`src/rtl/fifo_push_arbiter.sv`:
```
// Round-robin push arbiter that shares one single-clock FIFO among NREQ valid/ready
// producers. It presents the FIFO read side as a valid/ready stream and can drain it on flush.
module fifo_push_arbiter #(
   parameter int NREQ  = 4,
   parameter int WIDTH = 8,
   parameter int DEPTH = 8,
   parameter int BURST = 4,
   parameter int LW    = $clog2(DEPTH) + 1
) (
   input  logic                    clk,
   input  logic                    rst,
   input  logic [NREQ-1:0]         req_valid,
   input  logic [NREQ*WIDTH-1:0]   req_data,
   output logic [NREQ-1:0]         req_ready,
   output logic                    fifo_push,
   output logic [WIDTH-1:0]        fifo_datain,
   output logic                    fifo_pop,
   input  logic [LW-1:0]           fifo_level,
   input  logic [WIDTH-1:0]        fifo_dataout,
   output logic                    out_valid,
   output logic [WIDTH-1:0]        out_data,
   input  logic                    out_ready,
   input  logic                    flush,
   output logic                    flush_done,
   output logic                    busy,
   output logic [$clog2(NREQ)-1:0] grant_id
);

   localparam int IW = $clog2(NREQ);
   localparam int BW = $clog2(BURST + 1);

   typedef enum logic [1:0] {
      S_IDLE,
      S_BURST,
      S_FLUSH
   } state_t;

   state_t        state;
   state_t        state_nxt;
   logic [IW-1:0] rr_ptr;
   logic [IW-1:0] rr_ptr_nxt;
   logic [IW-1:0] owner;
   logic [IW-1:0] owner_nxt;
   logic [BW-1:0] beats;
   logic [BW-1:0] beats_nxt;
   logic          flush_pend;
   logic          flush_pend_nxt;
   logic          flush_done_q;
   logic          settle;

   logic             quiet;
   logic             fifo_empty;
   logic             fifo_full;
   logic             space;
   logic [2*NREQ-1:0] valid_dbl;
   logic [NREQ-1:0]  valid_rot;
   logic             pick_found;
   logic [IW-1:0]    pick_off;
   logic [IW:0]      pick_sum;
   logic [IW-1:0]    pick_idx;
   logic [IW-1:0]    owner_inc;
   logic             owner_valid;
   logic [WIDTH-1:0] owner_data;

   // Outputs stay silent during reset and for one settling cycle afterwards.
   assign quiet      = rst | settle;
   assign fifo_empty = (fifo_level == '0);
   assign fifo_full  = (fifo_level >= LW'(DEPTH));
   assign space      = ~fifo_full | fifo_pop;

   always_comb begin
      out_valid = 1'b0;
      fifo_pop  = 1'b0;
      out_data  = '0;
      if (!quiet) begin
         out_data = fifo_dataout;
         if (state == S_FLUSH) begin
            fifo_pop = ~fifo_empty;
         end else begin
            out_valid = ~fifo_empty;
            fifo_pop  = ~fifo_empty & out_ready;
         end
      end
   end

   // Rotate the request vector so the search always starts at bit 0 = rr_ptr.
   always_comb begin
      valid_dbl  = {req_valid, req_valid};
      valid_rot  = valid_dbl[{1'b0, rr_ptr} +: NREQ];
      pick_found = |req_valid;
      pick_off   = '0;
      for (int k = NREQ - 1; k >= 0; k--) begin
         if (valid_rot[k]) begin
            pick_off = IW'(k);
         end
      end
      pick_sum = {1'b0, rr_ptr} + {1'b0, pick_off};
      if (pick_sum >= (IW+1)'(NREQ)) begin
         pick_idx = IW'(pick_sum - (IW+1)'(NREQ));
      end else begin
         pick_idx = pick_sum[IW-1:0];
      end
   end

   assign owner_inc   = (owner == IW'(NREQ - 1)) ? '0 : owner + 1'b1;
   assign owner_valid = req_valid[owner];
   assign owner_data  = req_data[owner*WIDTH +: WIDTH];

   always_comb begin
      state_nxt      = state;
      rr_ptr_nxt     = rr_ptr;
      owner_nxt      = owner;
      beats_nxt      = beats;
      flush_pend_nxt = flush_pend;
      req_ready      = '0;
      fifo_push      = 1'b0;
      fifo_datain    = '0;
      busy           = 1'b0;
      grant_id       = '0;
      case (state)
         S_IDLE: begin
            if (flush_pend | flush) begin
               state_nxt = S_FLUSH;
            end else if (pick_found) begin
               owner_nxt = pick_idx;
               beats_nxt = '0;
               state_nxt = S_BURST;
            end
         end
         S_BURST: begin
            busy        = 1'b1;
            grant_id    = owner;
            fifo_datain = owner_data;
            if (flush) begin
               flush_pend_nxt = 1'b1;
            end
            // A stall on a full FIFO simply holds here without consuming a beat.
            if (!owner_valid) begin
               state_nxt  = S_IDLE;
               rr_ptr_nxt = owner_inc;
            end else if (space) begin
               req_ready[owner] = 1'b1;
               fifo_push        = 1'b1;
               beats_nxt        = beats + 1'b1;
               if (beats == BW'(BURST - 1)) begin
                  state_nxt  = S_IDLE;
                  rr_ptr_nxt = owner_inc;
               end
            end
         end
         S_FLUSH: begin
            if (fifo_empty) begin
               state_nxt      = S_IDLE;
               flush_pend_nxt = 1'b0;
            end
         end
         default: begin
            state_nxt = S_IDLE;
         end
      endcase
      if (quiet) begin
         req_ready   = '0;
         fifo_push   = 1'b0;
         fifo_datain = '0;
         busy        = 1'b0;
         grant_id    = '0;
      end
   end

   assign flush_done = flush_done_q & ~rst;

   always_ff @(posedge clk) begin
      if (rst) begin
         state        <= S_IDLE;
         rr_ptr       <= '0;
         owner        <= '0;
         beats        <= '0;
         flush_pend   <= 1'b0;
         flush_done_q <= 1'b0;
         settle       <= 1'b1;
      end else begin
         state        <= state_nxt;
         rr_ptr       <= rr_ptr_nxt;
         owner        <= owner_nxt;
         beats        <= beats_nxt;
         flush_pend   <= flush_pend_nxt;
         flush_done_q <= (state == S_FLUSH) & fifo_empty;
         settle       <= 1'b0;
      end
   end

endmodule
```
`config.mk`:
```
export PLATFORM = sky130hd
export DESIGN_NAME = fifo_push_arbiter
export DESIGN_NICKNAME = d
export VERILOG_FILES = /design/src/rtl/fifo_push_arbiter.sv
export SDC_FILE = /design/constraint.sdc
export NUM_CORES = 1
export LEC_CHECK = 0
export ABC_AREA = 1
export CAP_MARGIN = 20
export CORE_UTILIZATION = 37
export CTS_CLUSTER_DIAMETER = 50
export DETAILED_ROUTE_END_ITERATION = 10
export GPL_ROUTABILITY_DRIVEN = 0
export PLACE_DENSITY = 0.8
export SLEW_MARGIN = 40
export SYNTH_ARGS = -nofsm -noshare
export SYNTH_HDL_FRONTEND = slang
export SYNTH_SLANG_ARGS = --single-unit
```
`constraint.sdc`:
```
create_clock -name clk -period 2.2 [get_ports clk]
set_input_delay 0.66 -clock clk [delete_from_list [all_inputs] [get_ports clk]]
set_output_delay 0.66 -clock clk [all_outputs]
set_load 0.1 [all_outputs]
```
==> results.ini, run 1 <==
[clock_tree]
h-tree-depth = 1
cts_made_buffers = 3
cts_root_buf = clkbuf_4
clockBufferDepth = 2
cts_sinks = 12

[synth]
syn_area_um2 = 1280
synth_top_area_share_pct = 18.8
avgSynthCellArea_um2 = 5.45
ys_seq_area_share_pct = 18.8
yosysWarnings = 0
synth_cells = 234
synth_top_area_cell = dfxtp_1
ys_seq_elements = 12
ys_types = 19
synth_nets = 293
synth_area_leaders = dfxtp_1 (19%), nor2_1 (19%), nand2_1 (12%)

[run_status]
status = did not finish
firstError = [ERROR GRT-0232] Routing congestion too high. Check the congestion heatmap in the GUI.
haltStage = 5_1_grt

[placement]
dp_hpwl_um = 4250
dp_slack_ps = -610
io_buffers = 78
place_area_um2 = 2680

[grt]
grtUsageTotal_pct = 66.0
grt_overflow = 23
grt_max_degree = 22

[floorplanning]
placementRows = 20
die-height_um = 60.7
die_w_um = 60.7
ios = 79
initial_core_util_pct = 40.5

[timing]
worstEpCategory = top-level output
worst_endpoint = fifo_push

cell usage after synthesis:
| cell type | count |
|---|---|
| nor2_1 | 63 |
| nand2_1 | 42 |
| inv_1 | 34 |
| o21ai_0 | 19 |
| a21oi_1 | 17 |
| nand3_1 | 16 |
| dfxtp_1 | 12 |
| ha_1 | 7 |
| inv_2 | 4 |
| clkbuf_1 | 3 |
| nand2_2 | 3 |
| nor2_4 | 3 |
| buf_2 | 2 |
| buf_6 | 2 |
| nand3_2 | 2 |
| nand4_1 | 2 |
| a21boi_0 | 1 |
| inv_4 | 1 |
| xnor2_1 | 1 |
per-layer routing:
layer  GRT overflow  track usage [%]
met2             13             89.5
met5              0                0
met4             10             80.5
met1              0             61.4
met3              0             41.8
cells by family after synthesis:
logic type	synth area share [%]
AO/OA/AOI/OAI	14.7
AND/OR/NAND/NOR	43.8
buffers and inverters	15.1
flip-flops	18.8
adder cells (fa/ha/maj)	6.86
XOR/XNOR	0.686
what timing repair did:
item / 4_1_cts
buffers inserted: 14
hold endpoints to repair: 0
gates resized for setup: 113
setup endpoints to repair: 27
hold buffers: 0
pin swaps: 43
through the flow:
step	cells	util (%)	TNS, ps
after floorplan	234	-	-15500
after global placement	372	85.0	-11470
after detailed placement	372	85.0	-12010
after CTS	389	92.0	-1710
==> inputs of run 2 (changes only) <==
CORE_UTILIZATION = 35   (was 37)
CTS_CLUSTER_DIAMETER = default   (was 50)
PLACE_DENSITY = default   (was 0.8)
PLACE_DENSITY_LB_ADDON = 0.15   (was default)
==> run 2 against run 1 <==
- the flow now finishes, with violations (setup timing)
- synthesized area stayed put
- synthesized cell count stayed put
==> results.ini, run 2 <==
[route]
drc = 0
drt_wl_total_um = 6860
drt_iter0_drc = 144
routedWlPerCell_um = 17.4
final_antenna_net_count = 0
first_pass_iters = 5
route.detailed.vias_per_inst = 5.20
via_count = 2054

[critical_path]
crit_type = in2out
cp_max_fo = 5
start_kind = input port
reg2reg_from = state[1]
r2r_slack_ps = 150
critical_path_required_ps = 1540
critPathTopFamily = simple AND/OR/NAND/NOR gates
crit_path_top_delay_cell = buf_12
cp_num_buf_inv = 4
cp-end-kind = output pin
rr_worst_depth = 17
reg2reg_to = rr_ptr[0]
worstSetupStartpoint = fifo_level[2]
slowest_delay_ps = 170
cp_cell_sequence = buf_6 > nor2_4 > nand2_2 > nand3_2 > nand2_2 > inv_2 > nor2_4 > nand2_4 > clkinvlp_4 > buf_12
crit_arrival_ps = 1730

[grt]
grtUsageMet2_pct = 56.6
grt_overflow = 0
grt_pass1_vias = 1969
grt_busiest_layer = met2
grt_max_degree = 19
antenna_found_initial = 0
grt_first_pass_wirelength_um = 9250
met3_usage_pct = 4.20
grtUsageTotal_pct = 29.8
grt_use_met1_pct = 34.0

[synth]
yosysWarnings = 0
synthArstFlopShare_pct = 0
synth_top_area_share_pct = 18.8
synth_cells = 234
avgSynthCellArea_um2 = 5.45
ys_seq_elements = 12
synth_top_area_cell = dfxtp_1
synth_ff_type = dfxtp_1
syn_area_um2 = 1280
synth_nets = 293
synth_area_leaders = dfxtp_1 (19%), nor2_1 (19%), nand2_1 (12%)
ys_types = 19
synth_edf_count = 0
ys_seq_area_share_pct = 18.8
synthTopCellsByCount = nor2_1 (63), nand2_1 (42), inv_1 (34), o21ai_0 (19), a21oi_1 (17)
synth.most_common_cell = nor2_1

[clock_tree]
path_clk_slew_ps = 70
cts_root_buf = clkbuf_4
h-tree-depth = 1
cts_sinks = 12
clk_latency_ps = 280
cts_hold_buf = 0
clockBufferDepth = 2
tritoncts = yes
cts_made_buffers = 3

[placement]
dp_hpwl_um = 3670
io_buffers = 78

[timing]
fin_crit_sh_pct = 108
finClkSkew_ps = 0.887
finalWorstSetupSlack_ps = -186
rsz0062_at_grt = yes
slew_violations = 0
setup_viol = 24
period_needed_ps = 2390
fmax_mhz = 419
maxSlewHeadroom_pct = 81.9
hold_violations = 0
fin_tns_setup_ps = -2690
max_slew.worst_pin.slew_ps = 269

[finish]
final_common_cell = nor2_1
nets = 409
fillers = 141
areaGrowthSynthToFinish_pct = 138
regMostFlops = beats
drive_gt1_share_pct = 42.4
diodes = 0
final_cell_mix = nor2_1 (44), buf_4 (36), nand2_1 (35), inv_1 (30), buf_12 (27)
largest_reg_flops = 3

[floorplanning]
die-height_um = 62.4
core_area_um2 = 3420
die_w_um = 62.4
die-area_um2 = 3890
ios = 79
placementRows = 21
initial_core_util_pct = 37.4

[min_path]
min_from = beats[2]
min_delay_path_depth = 2
min_to = beats[2]
hold_path.class = reg2reg

[run_status]
violations = setup timing
status = complete, but fails checks

[run]
maxCapViolations = 0

[power_and_ir_drop]
vdd_ir_drop_max_uv = 462
powerDensity_nw_per_um2 = 413
power_leakage_nw = 1.36
power_mw = 1.25

[run 2: through the flow]
step                      area (um^2)  util [%]  setup slack (ps)  hold WS, ps  instances
after floorplan                  1450         -              -751          438        234
after global placement           2690      78.7              -596          451        375
after detailed placement         2690      78.7              -671          452        375
after CTS                        2900      85.0              -165          464        390
after global routing             3040      89.0              -232          494        395
final                            3040      89.0              -186          465        395
[run 2: kinds of logic after synthesis]
kind of cell / count (synthesis) / share of synthesized area, %
adders and majority gates: 7 / 6.86
AOI/OAI and AO/OA: 37 / 14.7
xor gates and xnor gates: 1 / 0.686
buffers and inverters: 46 / 15.1
and+or+nand+nor: 131 / 43.8
DFF: 12 / 18.8
[run 2: worst max-delay path by stage]
stage / slack [ps] / cells after the start / to
after floorplan: -750 / 6 / fifo_datain[0]
after global placement: -600 / 10 / req_ready[3]
after detailed placement: -670 / 10 / req_ready[3]
after CTS: -170 / 9 / req_ready[3]
after global routing: -230 / 8 / fifo_datain[1]
final: -190 / 10 / fifo_push
[run 2: worst reg2reg max path: stages (launching register included)]
cell     delay, ps
dfxtp_4        380
nand2_1        100
nand2_1        110
nand3_2        110
nand2_2         80
inv_2           50
buf_4          120
buf_4          120
buf_4          120
buf_4          120
buf_4          130
buf_6          110
buf_6          110
nand2_4         80
nand3_4         80
nand2_2         80
inv_2           30
nor2_1          60
[run 2: final cells by class]
type                            instances  area (um^2)  area share [%]
Multi-Input combinational cell        176         1160            38.3
Tap cell                               46         57.6            1.89
Inverter                               39          171            5.64
Timing Repair Buffer                  118         1360            44.8
Sequential cell                        12          250            8.23
Clock buffer                            4         36.3            1.19
[run 2: where the power goes]
part / leakage [nW] / internal (mW) / switching, mW / total (mW)
Sequential: 0.100 / 0.237 / 0.0239 / 0.261
Clock: 0.0210 / 0.101 / 0.0763 / 0.177
Combinational: 1.24 / 0.334 / 0.482 / 0.817
[run 2: repair_timing]
item / 4_1_cts / 5_1_grt
buffers inserted: 11 / 10
setup endpoints to repair: 27 / 28
resized for setup: 113 / 28
pin swaps: 43 / 14
[run 2: layer usage]
metal | wire length, um | up-vias | share of wire [%]
li1 | - | 955 | -
met1 | 2630 | 971 | 38
met2 | 3530 | 106 | 51
met3 | 455 | 22 | 6.6
met4 | 240 | 0 | 3.5
met5 | 0 | - | 0
Power figures use the tool's default switching activity.
==> inputs of run 3 (changes only) <==
CAP_MARGIN = default   (was 20)
==> results of run 3 <==
No change in the layout: final DEF, timing and power equal those of run 2.
==> inputs of run 4 (changes only) <==
SLEW_MARGIN = default   (was 40)
==> results of run 4 <==
No change in the layout: final DEF, timing and power equal those of run 2.
